`src/rtl/unified_cache_crossbar_pkg.sv`:
```
// rtl/unified_cache_crossbar_pkg.sv - shared packet field positions and helpers
//
// Purpose: packet layout defaults used by the crossbar and its arbiter.
// Ports: none (package).
package unified_cache_crossbar_pkg;

  // Default packet layout: [31] valid, [25:24] port ID, [5:4] bank select.
  localparam int UC_PACKET_WIDTH   = 32;
  localparam int UC_VALID_POS      = 31;
  localparam int UC_PORT_ID_LO     = 24;
  localparam int UC_PORT_ID_WIDTH  = 2;
  localparam int UC_BANK_SEL_LO    = 4;

  // Width of an index into n items; never zero so it can size a vector.
  function automatic int sel_width(input int n);
    return (n > 1) ? $clog2(n) : 1;
  endfunction

endpackage

```
`src/rtl/unified_cache_crossbar_rr_arbiter.sv`:
```
// rtl/unified_cache_crossbar_rr_arbiter.sv - critical-first round-robin arbiter
//
// Purpose: one-hot grant among NUM_REQUEST requesters for one destination slot.
// Ports:
//   clk_in, reset_in   clock, asynchronous active-low reset
//   request_in         requester valid vector
//   critical_in        per-requester critical flag
//   slot_free_in       destination can take a packet this cycle
//   grant_out          one-hot grant (all zero when slot is not free)
module crossbar_rr_arbiter
  import unified_cache_crossbar_pkg::*;
#(
  parameter int NUM_REQUEST = 2
) (
  input  logic                   clk_in,
  input  logic                   reset_in,
  input  logic [NUM_REQUEST-1:0] request_in,
  input  logic [NUM_REQUEST-1:0] critical_in,
  input  logic                   slot_free_in,
  output logic [NUM_REQUEST-1:0] grant_out
);

  localparam int PW = sel_width(NUM_REQUEST);

  logic [PW-1:0]          ptr_q;
  logic [PW-1:0]          ptr_d;
  logic [NUM_REQUEST-1:0] eligible;
  logic                   found;

  always_comb begin
    // Critical requesters, when present, hide all non-critical ones.
    eligible  = ((request_in & critical_in) != '0) ? (request_in & critical_in) : request_in;
    grant_out = '0;
    ptr_d     = ptr_q;
    found     = 1'b0;
    // Scan starting one past the last winner, wrapping modulo NUM_REQUEST.
    for (int k = 1; k <= NUM_REQUEST; k++) begin
      int idx;
      idx = int'(ptr_q) + k;
      if (idx >= NUM_REQUEST) idx = idx - NUM_REQUEST;
      if (!found && eligible[idx]) begin
        found = 1'b1;
        if (slot_free_in) begin
          grant_out[idx] = 1'b1;
          ptr_d          = PW'(idx);
        end
      end
    end
  end

  // Pointer resets to the last index so requester 0 is first after reset.
  always_ff @(posedge clk_in or negedge reset_in) begin
    if (!reset_in) ptr_q <= PW'(NUM_REQUEST - 1);
    else           ptr_q <= ptr_d;
  end

endmodule

```
`src/rtl/unified_cache_crossbar.sv`:
```
// rtl/unified_cache_crossbar.sv - request/return crossbar between ports and cache banks
//
// Purpose: routes port requests to banks by address bank bits and bank returns
// to ports by port-ID, each destination with a critical-first round-robin
// arbiter and a one-entry registered slot.
// Ports:
//   clk_in, reset_in                      clock, asynchronous active-low reset
//   port_request_*_in / ack_out           requester side of the request path
//   bank_request_*_out / ack_in           bank slots of the request path
//   bank_return_*_in / ack_out            bank side of the return path
//   port_return_*_out / ack_in            port slots of the return path
//   misroute_error_out                    pulse when a return with bad port ID is dropped
module unified_cache_crossbar
  import unified_cache_crossbar_pkg::*;
#(
  parameter int NUM_INPUT_PORT = 2,
  parameter int NUM_BANK       = 4,
  parameter int PACKET_WIDTH   = UC_PACKET_WIDTH,
  parameter int VALID_POS      = UC_VALID_POS,
  parameter int PORT_ID_LO     = UC_PORT_ID_LO,
  parameter int PORT_ID_WIDTH  = UC_PORT_ID_WIDTH,
  parameter int BANK_SEL_LO    = UC_BANK_SEL_LO
) (
  input  logic                               clk_in,
  input  logic                               reset_in,
  input  logic [NUM_INPUT_PORT*PACKET_WIDTH-1:0] port_request_flatted_in,
  input  logic [NUM_INPUT_PORT-1:0]          port_request_critical_flatted_in,
  output logic [NUM_INPUT_PORT-1:0]          port_request_ack_flatted_out,
  output logic [NUM_BANK*PACKET_WIDTH-1:0]   bank_request_flatted_out,
  output logic [NUM_BANK-1:0]                bank_request_valid_flatted_out,
  input  logic [NUM_BANK-1:0]                bank_request_ack_flatted_in,
  input  logic [NUM_BANK*PACKET_WIDTH-1:0]   bank_return_flatted_in,
  input  logic [NUM_BANK-1:0]                bank_return_critical_flatted_in,
  output logic [NUM_BANK-1:0]                bank_return_ack_flatted_out,
  output logic [NUM_INPUT_PORT*PACKET_WIDTH-1:0] port_return_flatted_out,
  output logic [NUM_INPUT_PORT-1:0]          port_return_valid_flatted_out,
  input  logic [NUM_INPUT_PORT-1:0]          port_return_ack_flatted_in,
  output logic                               misroute_error_out
);

  localparam int P   = NUM_INPUT_PORT;
  localparam int B   = NUM_BANK;
  localparam int W   = PACKET_WIDTH;
  localparam int BSW = sel_width(NUM_BANK);

  // ---------------- packet field decode ----------------
  logic [P-1:0]             req_valid;
  logic [BSW-1:0]           req_bank [P];
  logic [B-1:0]             ret_valid;
  logic [B-1:0]             ret_in_range;
  logic [PORT_ID_WIDTH-1:0] ret_pid [B];

  for (genvar gp = 0; gp < P; gp++) begin : g_req_decode
    assign req_valid[gp] = port_request_flatted_in[gp*W + VALID_POS];
    if (B > 1) begin : g_sel
      assign req_bank[gp] = port_request_flatted_in[gp*W + BANK_SEL_LO +: BSW];
    end else begin : g_nosel
      assign req_bank[gp] = '0;
    end
  end

  for (genvar gb = 0; gb < B; gb++) begin : g_ret_decode
    assign ret_valid[gb]    = bank_return_flatted_in[gb*W + VALID_POS];
    assign ret_pid[gb]      = bank_return_flatted_in[gb*W + PORT_ID_LO +: PORT_ID_WIDTH];
    assign ret_in_range[gb] = (int'(ret_pid[gb]) < P);
  end

  // ---------------- request path: ports -> banks ----------------
  logic [P-1:0]   bank_req [B];
  logic [P-1:0]   bank_gnt [B];
  logic [B-1:0]   bank_valid_q, bank_valid_d;
  logic [B*W-1:0] bank_data_q, bank_data_d;
  logic [B-1:0]   bank_slot_free;
  logic [P-1:0]   port_req_ack;

  // A slot is free when empty or being drained this cycle (no bubble).
  assign bank_slot_free = ~bank_valid_q | bank_request_ack_flatted_in;

  always_comb begin
    for (int b = 0; b < B; b++) begin
      for (int p = 0; p < P; p++) begin
        bank_req[b][p] = req_valid[p] && (int'(req_bank[p]) == b);
      end
    end
  end

  for (genvar gb = 0; gb < B; gb++) begin : g_bank_arb
    crossbar_rr_arbiter #(.NUM_REQUEST(P)) u_arb (
      .clk_in       (clk_in),
      .reset_in     (reset_in),
      .request_in   (bank_req[gb]),
      .critical_in  (port_request_critical_flatted_in),
      .slot_free_in (bank_slot_free[gb]),
      .grant_out    (bank_gnt[gb])
    );
  end

  always_comb begin
    port_req_ack = '0;
    bank_valid_d = bank_valid_q;
    bank_data_d  = bank_data_q;
    for (int b = 0; b < B; b++) begin
      if (bank_gnt[b] != '0) begin
        bank_valid_d[b] = 1'b1;
        bank_data_d[b*W +: W] = '0;
        for (int p = 0; p < P; p++) begin
          if (bank_gnt[b][p]) begin
            bank_data_d[b*W +: W] = bank_data_d[b*W +: W] | port_request_flatted_in[p*W +: W];
            port_req_ack[p]       = 1'b1;
          end
        end
      end else if (bank_request_ack_flatted_in[b]) begin
        bank_valid_d[b] = 1'b0;
      end
    end
  end

  always_ff @(posedge clk_in or negedge reset_in) begin
    if (!reset_in) begin
      bank_valid_q <= '0;
      bank_data_q  <= '0;
    end else begin
      bank_valid_q <= bank_valid_d;
      bank_data_q  <= bank_data_d;
    end
  end

  // ---------------- return path: banks -> ports ----------------
  logic [B-1:0]   port_req [P];
  logic [B-1:0]   port_gnt [P];
  logic [P-1:0]   port_valid_q, port_valid_d;
  logic [P*W-1:0] port_data_q, port_data_d;
  logic [P-1:0]   port_slot_free;
  logic [B-1:0]   ret_drop;
  logic [B-1:0]   bank_ret_ack;

  assign port_slot_free = ~port_valid_q | port_return_ack_flatted_in;
  // Returns naming a non-existent port are accepted and discarded at once.
  assign ret_drop       = ret_valid & ~ret_in_range;

  always_comb begin
    for (int p = 0; p < P; p++) begin
      for (int b = 0; b < B; b++) begin
        port_req[p][b] = ret_valid[b] && ret_in_range[b] && (int'(ret_pid[b]) == p);
      end
    end
  end

  for (genvar gp = 0; gp < P; gp++) begin : g_port_arb
    crossbar_rr_arbiter #(.NUM_REQUEST(B)) u_arb (
      .clk_in       (clk_in),
      .reset_in     (reset_in),
      .request_in   (port_req[gp]),
      .critical_in  (bank_return_critical_flatted_in),
      .slot_free_in (port_slot_free[gp]),
      .grant_out    (port_gnt[gp])
    );
  end

  always_comb begin
    bank_ret_ack = ret_drop;
    port_valid_d = port_valid_q;
    port_data_d  = port_data_q;
    for (int p = 0; p < P; p++) begin
      if (port_gnt[p] != '0) begin
        port_valid_d[p] = 1'b1;
        port_data_d[p*W +: W] = '0;
        for (int b = 0; b < B; b++) begin
          if (port_gnt[p][b]) begin
            port_data_d[p*W +: W] = port_data_d[p*W +: W] | bank_return_flatted_in[b*W +: W];
            bank_ret_ack[b]       = 1'b1;
          end
        end
      end else if (port_return_ack_flatted_in[p]) begin
        port_valid_d[p] = 1'b0;
      end
    end
  end

  always_ff @(posedge clk_in or negedge reset_in) begin
    if (!reset_in) begin
      port_valid_q <= '0;
      port_data_q  <= '0;
    end else begin
      port_valid_q <= port_valid_d;
      port_data_q  <= port_data_d;
    end
  end

  // ---------------- outputs ----------------
  assign port_request_ack_flatted_out   = port_req_ack;
  assign bank_request_flatted_out       = bank_data_q;
  assign bank_request_valid_flatted_out = bank_valid_q;
  assign bank_return_ack_flatted_out    = bank_ret_ack;
  assign port_return_flatted_out        = port_data_q;
  assign port_return_valid_flatted_out  = port_valid_q;
  // Held low while in reset so the pulse never appears outside normal operation.
  assign misroute_error_out             = reset_in & (|ret_drop);

endmodule

```
`config.mk`:
```
export PLATFORM = sky130hd
export DESIGN_NAME = unified_cache_crossbar
export DESIGN_NICKNAME = d
export VERILOG_FILES = /design/src/rtl/unified_cache_crossbar_pkg.sv /design/src/rtl/unified_cache_crossbar_rr_arbiter.sv /design/src/rtl/unified_cache_crossbar.sv
export SDC_FILE = /design/constraint.sdc
export NUM_CORES = 1
export LEC_CHECK = 0
export CAP_MARGIN = 25
export CELL_PAD_IN_SITES_DETAIL_PLACEMENT = 2
export CELL_PAD_IN_SITES_GLOBAL_PLACEMENT = 2
export CORE_ASPECT_RATIO = 0.7
export CORE_MARGIN = 8
export CORE_UTILIZATION = 37
export CTS_BUF_LIST = sky130_fd_sc_hd__clkbuf_8 sky130_fd_sc_hd__clkbuf_16
export DETAILED_ROUTE_END_ITERATION = 7
export DONT_BUFFER_PORTS = 1
export PLACE_DENSITY_LB_ADDON = 0.1
export SKIP_LAST_GASP = 1
export SYNTH_ARGS = -nofsm -noshare
export SYNTH_HDL_FRONTEND = slang
export SYNTH_HIERARCHICAL = 1
export SYNTH_SLANG_ARGS = --single-unit
```
`constraint.sdc`:
```
create_clock -name clk_in -period 5.4 [get_ports clk_in]
set_clock_uncertainty 0.15 [all_clocks]
set_input_delay 0.81 -clock clk_in [delete_from_list [all_inputs] [get_ports clk_in]]
set_output_delay 0.81 -clock clk_in [all_outputs]
set_load 0.01 [all_outputs]
```
After elaboration in Yosys (flattened, before gate mapping):

Index checks and enable logic that the tools add are counted.

* equal/unequal tests: 10
* add/sub/neg operators: 32
* multiplexer cells: 236
* bitwise gates (word level): 33
* reduce and logical (&&, ||, !) cells: 81
* $lt $le $gt $ge: 52

Operator list (count)
* 32-bit 2-to-1 mux: 42
* 32-bit by 1-bit >= comparator with 1-bit output, second input constant: 16
* 32-bit OR: 10
* 32-bit by 3-bit >= comparator with 1-bit output, second input constant: 8
* 32-bit by 4-bit >= comparator with 1-bit output, second input constant: 8
* 32-bit by 3-bit less-than comparator with 1-bit output, second input constant: 8
* 32-bit by 4-bit less-than comparator with 1-bit output, second input constant: 8
* 32-bit by 3-bit subtractor with 32-bit output, second input constant: 8
* 32-bit by 4-bit subtractor with 32-bit output, second input constant: 8
* 1-bit 2-to-1 mux: 110
* 2-bit 2-to-1 mux: 40
* 4-bit 2-to-1 mux: 20
* 1-bit logical AND: 46
* 4-bit OR: 7
* 2-bit nonzero test: 14
* 1-bit binary-select mux with 2-bit select: 8
* 1-bit demux with 2-bit select: 8
* 2-bit == test, second input constant: 8
* 4-bit nonzero test: 4
* 1-bit by 2-bit adder with 3-bit output, second input constant: 4
* 2-bit by 2-bit adder with 3-bit output, second input constant: 4
* 4-bit bitwise AND: 3
* 2-bit zero test: 6
* 1-bit zero test: 10
* 12 further kinds: 36

* output and inout bits: 205
* bits of input ports: 206
* register bits: 206
* logic and storage cells: 462

Logic depth before layout (Yosys ltp):

Gate-level depths: netlist (run 1).

* depth in word-level cells: 29
* gate-level depth with buffers: 15
* mapped depth without buffers: 11

Hierarchy:

The synthesis (run 1) kept the hierarchy.

By module, submodules not included
* unified_cache_crossbar: instances 1, cells each 973, area an instance 9208.8 µm², seq. area each 4954.8 µm²
* crossbar_rr_arbiter (g_port_arb[1].u_arb): instances 1, cells each 116, area an instance 870.8 µm², seq. area each 52.6 µm²
* crossbar_rr_arbiter (g_port_arb[0].u_arb): instances 1, cells each 102, area an instance 765.7 µm², seq. area each 52.6 µm²
* crossbar_rr_arbiter (g_bank_arb[1].u_arb ...): instances 3, cells each 13, area an instance 93.8 µm², seq. area each 26.3 µm²
* crossbar_rr_arbiter (g_bank_arb[0].u_arb): instances 1, cells each 12, area an instance 92.6 µm², seq. area each 26.3 µm²

Least setup slack after synthesis (run 1):

Ideal clock, no wire load.

* kind: input to output
* start point: input bank_return_flatted_in[25]
* end point: output bank_return_ack_flatted_out[3]
* setup slack: 0.966 ns
* path buffers: 2
* arrival time: 3.474 ns
* stages on the path: 11
* path through: nor3b_1 > a22oi_1 > or3_1 > and3_4 > mux2_4 > nor2b_2 > a22oi_1 > a31oi_1 > clkbuf_1 > clkbuf_1 > a211o_1

RTL lines
* start: declaration: line unified_cache_crossbar.sv:32 `input logic [NUM_BANK*PACKET_WIDTH-1:0] bank_return_flatted_in,`
* end: declaration: line unified_cache_crossbar.sv:34 `output logic [NUM_BANK-1:0] bank_return_ack_flatted_out,`

==> results of run 1 <==
==> area by class of cell <==
cell class | count | area [um2] | area share [%]
Tap cell | 412 | 515 | 4.14
Sequential cell | 206 | 5160 | 41.5
Antenna cell | 2 | 5.00 | 0.0402
Inverter | 17 | 63.8 | 0.513
Multi-Input combinational cell | 914 | 5700 | 45.9
Clock buffer | 27 | 631 | 5.07
Timing Repair Buffer | 26 | 208 | 1.67
Clock inverter | 15 | 148 | 1.19
==> routing by layer <==
| layer | share of wire, % | routed length (um) | up-vias |
|---|---|---|---|
| met3 | 10 | 5190 | 63 |
| li1 | - | - | 4466 |
| met5 | 0 | 0 | - |
| met1 | 41 | 20900 | 5480 |
| met2 | 46 | 23500 | 413 |
| met4 | 2.3 | 1170 | 0 |
==> cell usage in the layout, fill, tap and decap left out, types with 5 or more instances in the layout <==
| cell | synthesis | routed |
|---|---|---|
| ha_1 | 16 | 16 |
| nor3b_1 | 6 | 6 |
| and3b_1 | 7 | 7 |
| nand3_1 | 5 | 5 |
| a31oi_1 | 75 | 67 |
| nand2b_1 | 15 | 15 |
| o211ai_1 | 8 | 8 |
| dfrtp_1 | 198 | 198 |
| dfstp_2 | 8 | 8 |
| and3_1 | 5 | 5 |
| inv_1 | 16 | 19 |
| nand2_1 | 304 | 304 |
| buf_4 | 2 | 25 |
| nor2_1 | 79 | 75 |
| a211o_1 | 5 | 5 |
| a22oi_1 | 266 | 266 |
| clkbuf_16 | 0 | 23 |
| o21ai_0 | 16 | 16 |
| a21oi_1 | 15 | 12 |
| a31oi_4 | 0 | 8 |
| a21boi_0 | 8 | 8 |
| clkinvlp_4 | 0 | 5 |
==> power by group <==
part / switching [mW] / internal, mW
clock: 0.708 / 0.938
sequential: 0.788 / 2.15
combinational: 2.42 / 1.28
==> sequential cells by signal, indices dropped and copies added (netlist names) <==
| signal | flops |
|---|---|
| port_return_valid_flatted_out | 2 |
| g_port_arb.u_arb/ptr_q | 4 |
| bank_request_flatted_out | 128 |
| port_return_flatted_out | 64 |
| bank_request_valid_flatted_out | 4 |
| g_bank_arb.u_arb/ptr_q | 4 |
==> cell families (layout without fill, tap and decap cells) <==
family / Yosys count / in the layout
AO/OA/AOI/OAI: 443 / 443
XOR/XNOR: 2 / 2
adder cells (fa/ha/maj): 16 / 16
buffers and inverters: 122 / 85
flip-flops: 206 / 206
multiplexers: 3 / 3
other: 0 / 2
AND/OR/NAND/NOR: 450 / 450
==> worst reg2reg max path: stages, from the launching register on <==
cell	delay (ns)
dfstp_2	0.76
inv_2	0.21
ha_1	0.52
o21ai_0	0.19
o22ai_1	0.38
nor4_1	0.08
o21ai_0	0.38
o221ai_4	0.20
or4_4	0.84
nor2_1	0.29
a31oi_1	0.08
==> path summary, 6_finish.rpt <==
path | start | end | slack [ns]
worst max-delay path | g_port_arb[1].u_arb/ptr_q[0] | bank_return_ack_flatted_out[3] | 0.87
worst min-delay path | reset_in | port_return_valid_flatted_out[1] | -0.17
worst max register to register | g_port_arb[1].u_arb/ptr_q[0] | port_return_flatted_out[42] | 1.17
worst min register to register | bank_request_flatted_out[43] | bank_request_flatted_out[43] | 0.40
max in group asynchronous | reset_in | bank_request_flatted_out[67] | 4.35
min in group clk_in | port_request_flatted_in[56] | bank_request_flatted_out[24] | 0.25
==> results.json, run 1 <==
{
  "status": "complete, but fails checks",
  "violations": "hold timing",
  "place_hpwl_mm": 35.9,
  "viasPerCell": 6.44,
  "clkSinkCount": 206,
  "drv_slew": 0,
  "syn_nets": 1464,
  "async_flop_share_pct": 100,
  "grtUsageMet1_pct": 34.1,
  "cts.repair.resized": 0,
  "critPathCaptureType": "output port",
  "placed_cell_area_mm2": 0.0116,
  "cts_root_buf": "clkbuf_16",
  "io-pin-count": 411,
  "routed_wl_mm": 50.7,
  "power_mw": 8.29,
  "synth_top_area_share_pct": 44.2,
  "clkTransAtPathRegs_ns": 0.07,
  "fp.coreArea_mm2": 0.0299,
  "syn_avg_cell_area_um2": 9.03,
  "drive_gt1_share_pct": 9.38,
  "post_cts_buffers": 0,
  "setup_viol": 0,
  "holdCritPathClass": "input pin to async pin",
  "cp_top_family": "compound AO/OA/AOI/OAI gates",
  "drt-initial-drc-count": 710,
  "postRouteAntennaNets": 0,
  "grt_pass1_wl_mm": 75.3,
  "holdWs_ns": -0.165,
  "ff2ff_path_depth": 10,
  "start_kind": "register",
  "synthFlopType": "dfrtp_1",
  "overflow": 0,
  "wire_per_inst_um": 31.3,
  "fill_cells": 3248,
  "rsz0062_at_grt": "false",
  "p_leak_nw": 5.27,
  "period_share_pct": 83.8,
  "yosysMostFrequentCell": "nand2_1",
  "worstPathBufferInverterCount": 1,
  "met2_usage_pct": 42.6,
  "synth_compound_gate_area_share_pct": 29.2,
  "grt_start_max_net_pins": 208,
  "critPathMaxStageDelay_ns": 0.76,
  "crit_path_cell_trace": "inv_2, ha_1, o21ai_0, o22ai_1, nor4_1, o21ai_0, o221ai_4, a211o_1",
  "synth_top_family_by_area": "compound AO/OA/AOI/OAI gates",
  "met3_usage_pct": 9.80,
  "synthSimpleGateAreaFrac_pct": 17.1,
  "syn_inst": 1242,
  "fin_util_pct": 41.6,
  "yosys.area.top_type": "dfrtp_1",
  "cp.arrival_ns": 3.57,
  "firstDrtPassIters": 5,
  "finalSetupTns_ns": 0,
  "final_area_mm2": 0.0124,
  "die_h_um": 162,
  "synthTopCellsByCount": "304 x nand2_1, 266 x a22oi_1, 198 x dfrtp_1, 79 x nor2_1, 77 x clkbuf_1",
  "nNetsFinal": 1410,
  "cts_tree": "done",
  "syn_area_mm2": 0.0112,
  "syn_to_final_growth_pct": 10.9,
  "powerDensity_mw_per_mm2": 666,
  "criticalPathCategory": "register to output port",
  "worst_slew_pin_slew_ns": 1.10,
  "synth_edf_count": 0,
  "max_freq_ghz": 0.221,
  "antenna_found_initial": 2,
  "remaining_drc_errors": 0,
  "cpMaxStageDelayCell": "dfstp_2",
  "finalHoldViolCount": 80,
  "setup_ws_ns": 0.874,
  "max-slew-margin-rel_pct": 26.4,
  "grt.busiest_layer": "met2",
  "cp.depth": 8,
  "synthMuxAreaShare_pct": 0.335,
  "synth_adder_area_share_pct": 1.78,
  "clk_latency_ns": 0.54,
  "cap_violations": 0,
  "initial_core_util_pct": 37.5,
  "synth_cell_types": 77,
  "routabilityCongestion": 0.814,
  "layout.cells.non_filler": 1619,
  "required_ns": 4.44,
  "path_max_fanout": 17,
  "cts_buffer_depth": 3,
  "yosys-top-cells-area": "dfrtp_1 44%, a22oi_1 18%, nand2_1 10%, a31oi_1 4.2%, nor2_1 2.6%",
  "critPathMostFrequentCell": "o21ai_0",
  "num_rows": 53,
  "ys_warn_count": 6,
  "dieArea_mm2": 0.0362,
  "grt_pass1_vias": 11200,
  "io_buffers": 0,
  "ir_worst_vdd_v": 0.000583,
  "post-place-ws_ns": 0.754,
  "htree_levels": 1,
  "ys_ff_latch": 206,
  "numCtsBuffers": 23,
  "dp.cells": 1574,
  "ys_seq_area_share_pct": 46.0,
  "grtUsageTotal_pct": 26.7,
  "synth-xor-area-share_pct": 0.156,
  "vias": 10400,
  "die_w_um": 224,
  "min_period_ns": 4.53
}
No activity file was read; power rests on OpenSTA's default activity.
==> inputs of run 2 (changes only) <==
Clock period 5.4 ns to 4.2 ns, I/O delays scaled along.
==> results.json, run 2 (synthesis gave the netlist of run 1 again) <==
{
  "cts_root_buf": "clkbuf_16",
  "die_w_um": 224,
  "cpMaxStageDelayCell": "dfstp_4",
  "initial_core_util_pct": 37.5,
  "holdWs_ns": -0.349,
  "firstDrtPassIters": 7,
  "layout.cells.non_filler": 1649,
  "powerDensity_mw_per_mm2": 868,
  "holdCritPathClass": "input pin to async pin",
  "max-slew-margin-rel_pct": 49.1,
  "vias": 10500,
  "viasPerCell": 6.36,
  "swShare_pct": 46.8,
  "clkSinkCount": 206,
  "switchingPower_mw": 5.16,
  "antenna_found_initial": 1,
  "top_layer": "met4",
  "numCtsBuffers": 24,
  "path_max_fanout": 12,
  "start_kind": "register",
  "period_share_pct": 96.8,
  "place_hpwl_mm": 36.8,
  "setup_viol": 0,
  "ir_worst_vdd_v": 0.000478,
  "dieArea_mm2": 0.0362,
  "remaining_drc_errors": 0,
  "num_rows": 53,
  "die_h_um": 162,
  "grt_pass1_vias": 11100,
  "io_buffers": 0,
  "drt-initial-drc-count": 842,
  "grtUsageTotal_pct": 27.2,
  "criticalPathCategory": "register to output port",
  "fp.coreArea_mm2": 0.0299,
  "wire_per_inst_um": 31.2,
  "cp.arrival_ns": 3.29,
  "grt_pass1_wl_mm": 76.5,
  "routed_wl_mm": 51.4,
  "critPathMaxStageDelay_ns": 0.70,
  "post-place-ws_ns": 0.182,
  "drive_gt1_share_pct": 11.8,
  "syn_to_final_growth_pct": 13.4,
  "wl_met3_mm": 4.66,
  "dp.cells": 1595,
  "cap_violations": 0,
  "io-pin-count": 411,
  "p_leak_nw": 5.45,
  "nNetsFinal": 1440,
  "cts_buffer_depth": 3,
  "wl_met2_mm": 24.0,
  "wl_met1_mm": 22.0,
  "htree_levels": 1,
  "critPathCaptureType": "output port",
  "required_ns": 3.42,
  "grt_start_max_net_pins": 208,
  "violations": "hold timing",
  "setup_ws_ns": 0.134,
  "drv_slew": 0,
  "p_seq_share_pct": 34.0,
  "overflow": 0,
  "largest_reg_flops": 128,
  "pwr-share-comb_pct": 46.8,
  "max_freq_ghz": 0.246,
  "postRouteAntennaNets": 0,
  "clk_latency_ns": 0.53,
  "clkTransAtPathRegs_ns": 0.07,
  "routabilityCongestion": 0.867,
  "p_clk_share_pct": 19.2,
  "layout_common_cells": "304 x nand2_1, 266 x a22oi_1, 198 x dfrtp_1",
  "worst_slew_pin_slew_ns": 0.763,
  "final_common_cell": "nand2_1",
  "crit_path_cell_trace": "inv_1, a32oi_1, o221ai_1, or3b_4, a21oi_4, nand2_1, a31oi_4, buf_4, a211o_1",
  "status": "complete, but fails checks",
  "internal_power_mw": 5.88,
  "power_mw": 11.0,
  "min_period_ns": 4.07,
  "cts_tree": "done",
  "finalHoldViolCount": 202
}
run 2: cell count changes in the layout (fill, tap and decap cells not counted), moves of 2 or more:
cell and change:
clkbuf_16 +2, clkbuf_8 +4, clkinv_2 +2, clkinvlp_4 -2
bufinv_16 -2, buf_4 +26
run 2: power by group through the flow:
stage               Clock [mW]  Combinational (mW)  Sequential, mW
finish                    2.11                5.17            3.76
global route              2.23                5.71            3.84
CTS                       2.17                5.07            3.78
detailed placement           0                5.05            3.81
global placement             0                4.80            3.80
floorplan                    0                3.88            3.43
run 2: final timing paths:
path / depth (start not counted) / startpoint / endpoint / slack [ns]
min: 0 / reset_in / port_return_valid_flatted_out[1] / -0.35
max reg2reg: 12 / g_port_arb[0].u_arb/ptr_q[0] / port_return_flatted_out[8] / 0.59
max in group asynchronous: 0 / reset_in / port_return_flatted_out[44] / 3.70
min reg2reg: 2 / bank_request_flatted_out[49] / bank_request_flatted_out[49] / 0.40
max: 9 / g_port_arb[0].u_arb/ptr_q[0] / bank_return_ack_flatted_out[0] / 0.13
min in group clk_in: 2 / port_request_flatted_in[41] / bank_request_flatted_out[9] / 0.08
run 2: worst max-delay path: cells and delay by family, from the launching register on:
family	cells	cell delay, ns
AOI/OAI and AO/OA	5	1.08
DFF	1	0.70
and+or+nand+nor	2	0.58
buffers and inverters	2	0.39
run 2: layer usage:
layer	global-route usage, %	up-vias
li1	-	4529
met3	9.51	48
met5	0	-
met2	43.2	384
met1	35.9	5530
met4	5.02	0
run 2: cell type report:
| class | instances | area, um2 |
|---|---|---|
| Fill cell | 3245 | 17200 |
| Multi-Input combinational cell | 914 | 5710 |
| Sequential cell | 206 | 5170 |
| Clock buffer | 33 | 736 |
| Tap cell | 412 | 515 |
| Timing Repair Buffer | 55 | 462 |
| Inverter | 17 | 67.6 |
| Clock inverter | 11 | 58.8 |
| Antenna cell | 1 | 2.50 |
run 2: per-stage QoR:
step	area, um2	TNS (ns)	util, %
3_5_place_dp	11800	0	39.5
5_1_grt	12700	-0.00537	42.5
3_3_place_gp	11800	0	39.5
4_1_cts	12600	0	42.2
2_1_floorplan	11200	0	-
6_report	12700	0	42.5
run 2: repair_timing:
action | 4_1_cts | 5_1_grt
hold endpoints to repair | 206 | 206
pin swaps | 0 | 3
buffers inserted | 1 | 7
endpoints found under the setup margin | 4 | 4
gates resized for setup | 3 | 3
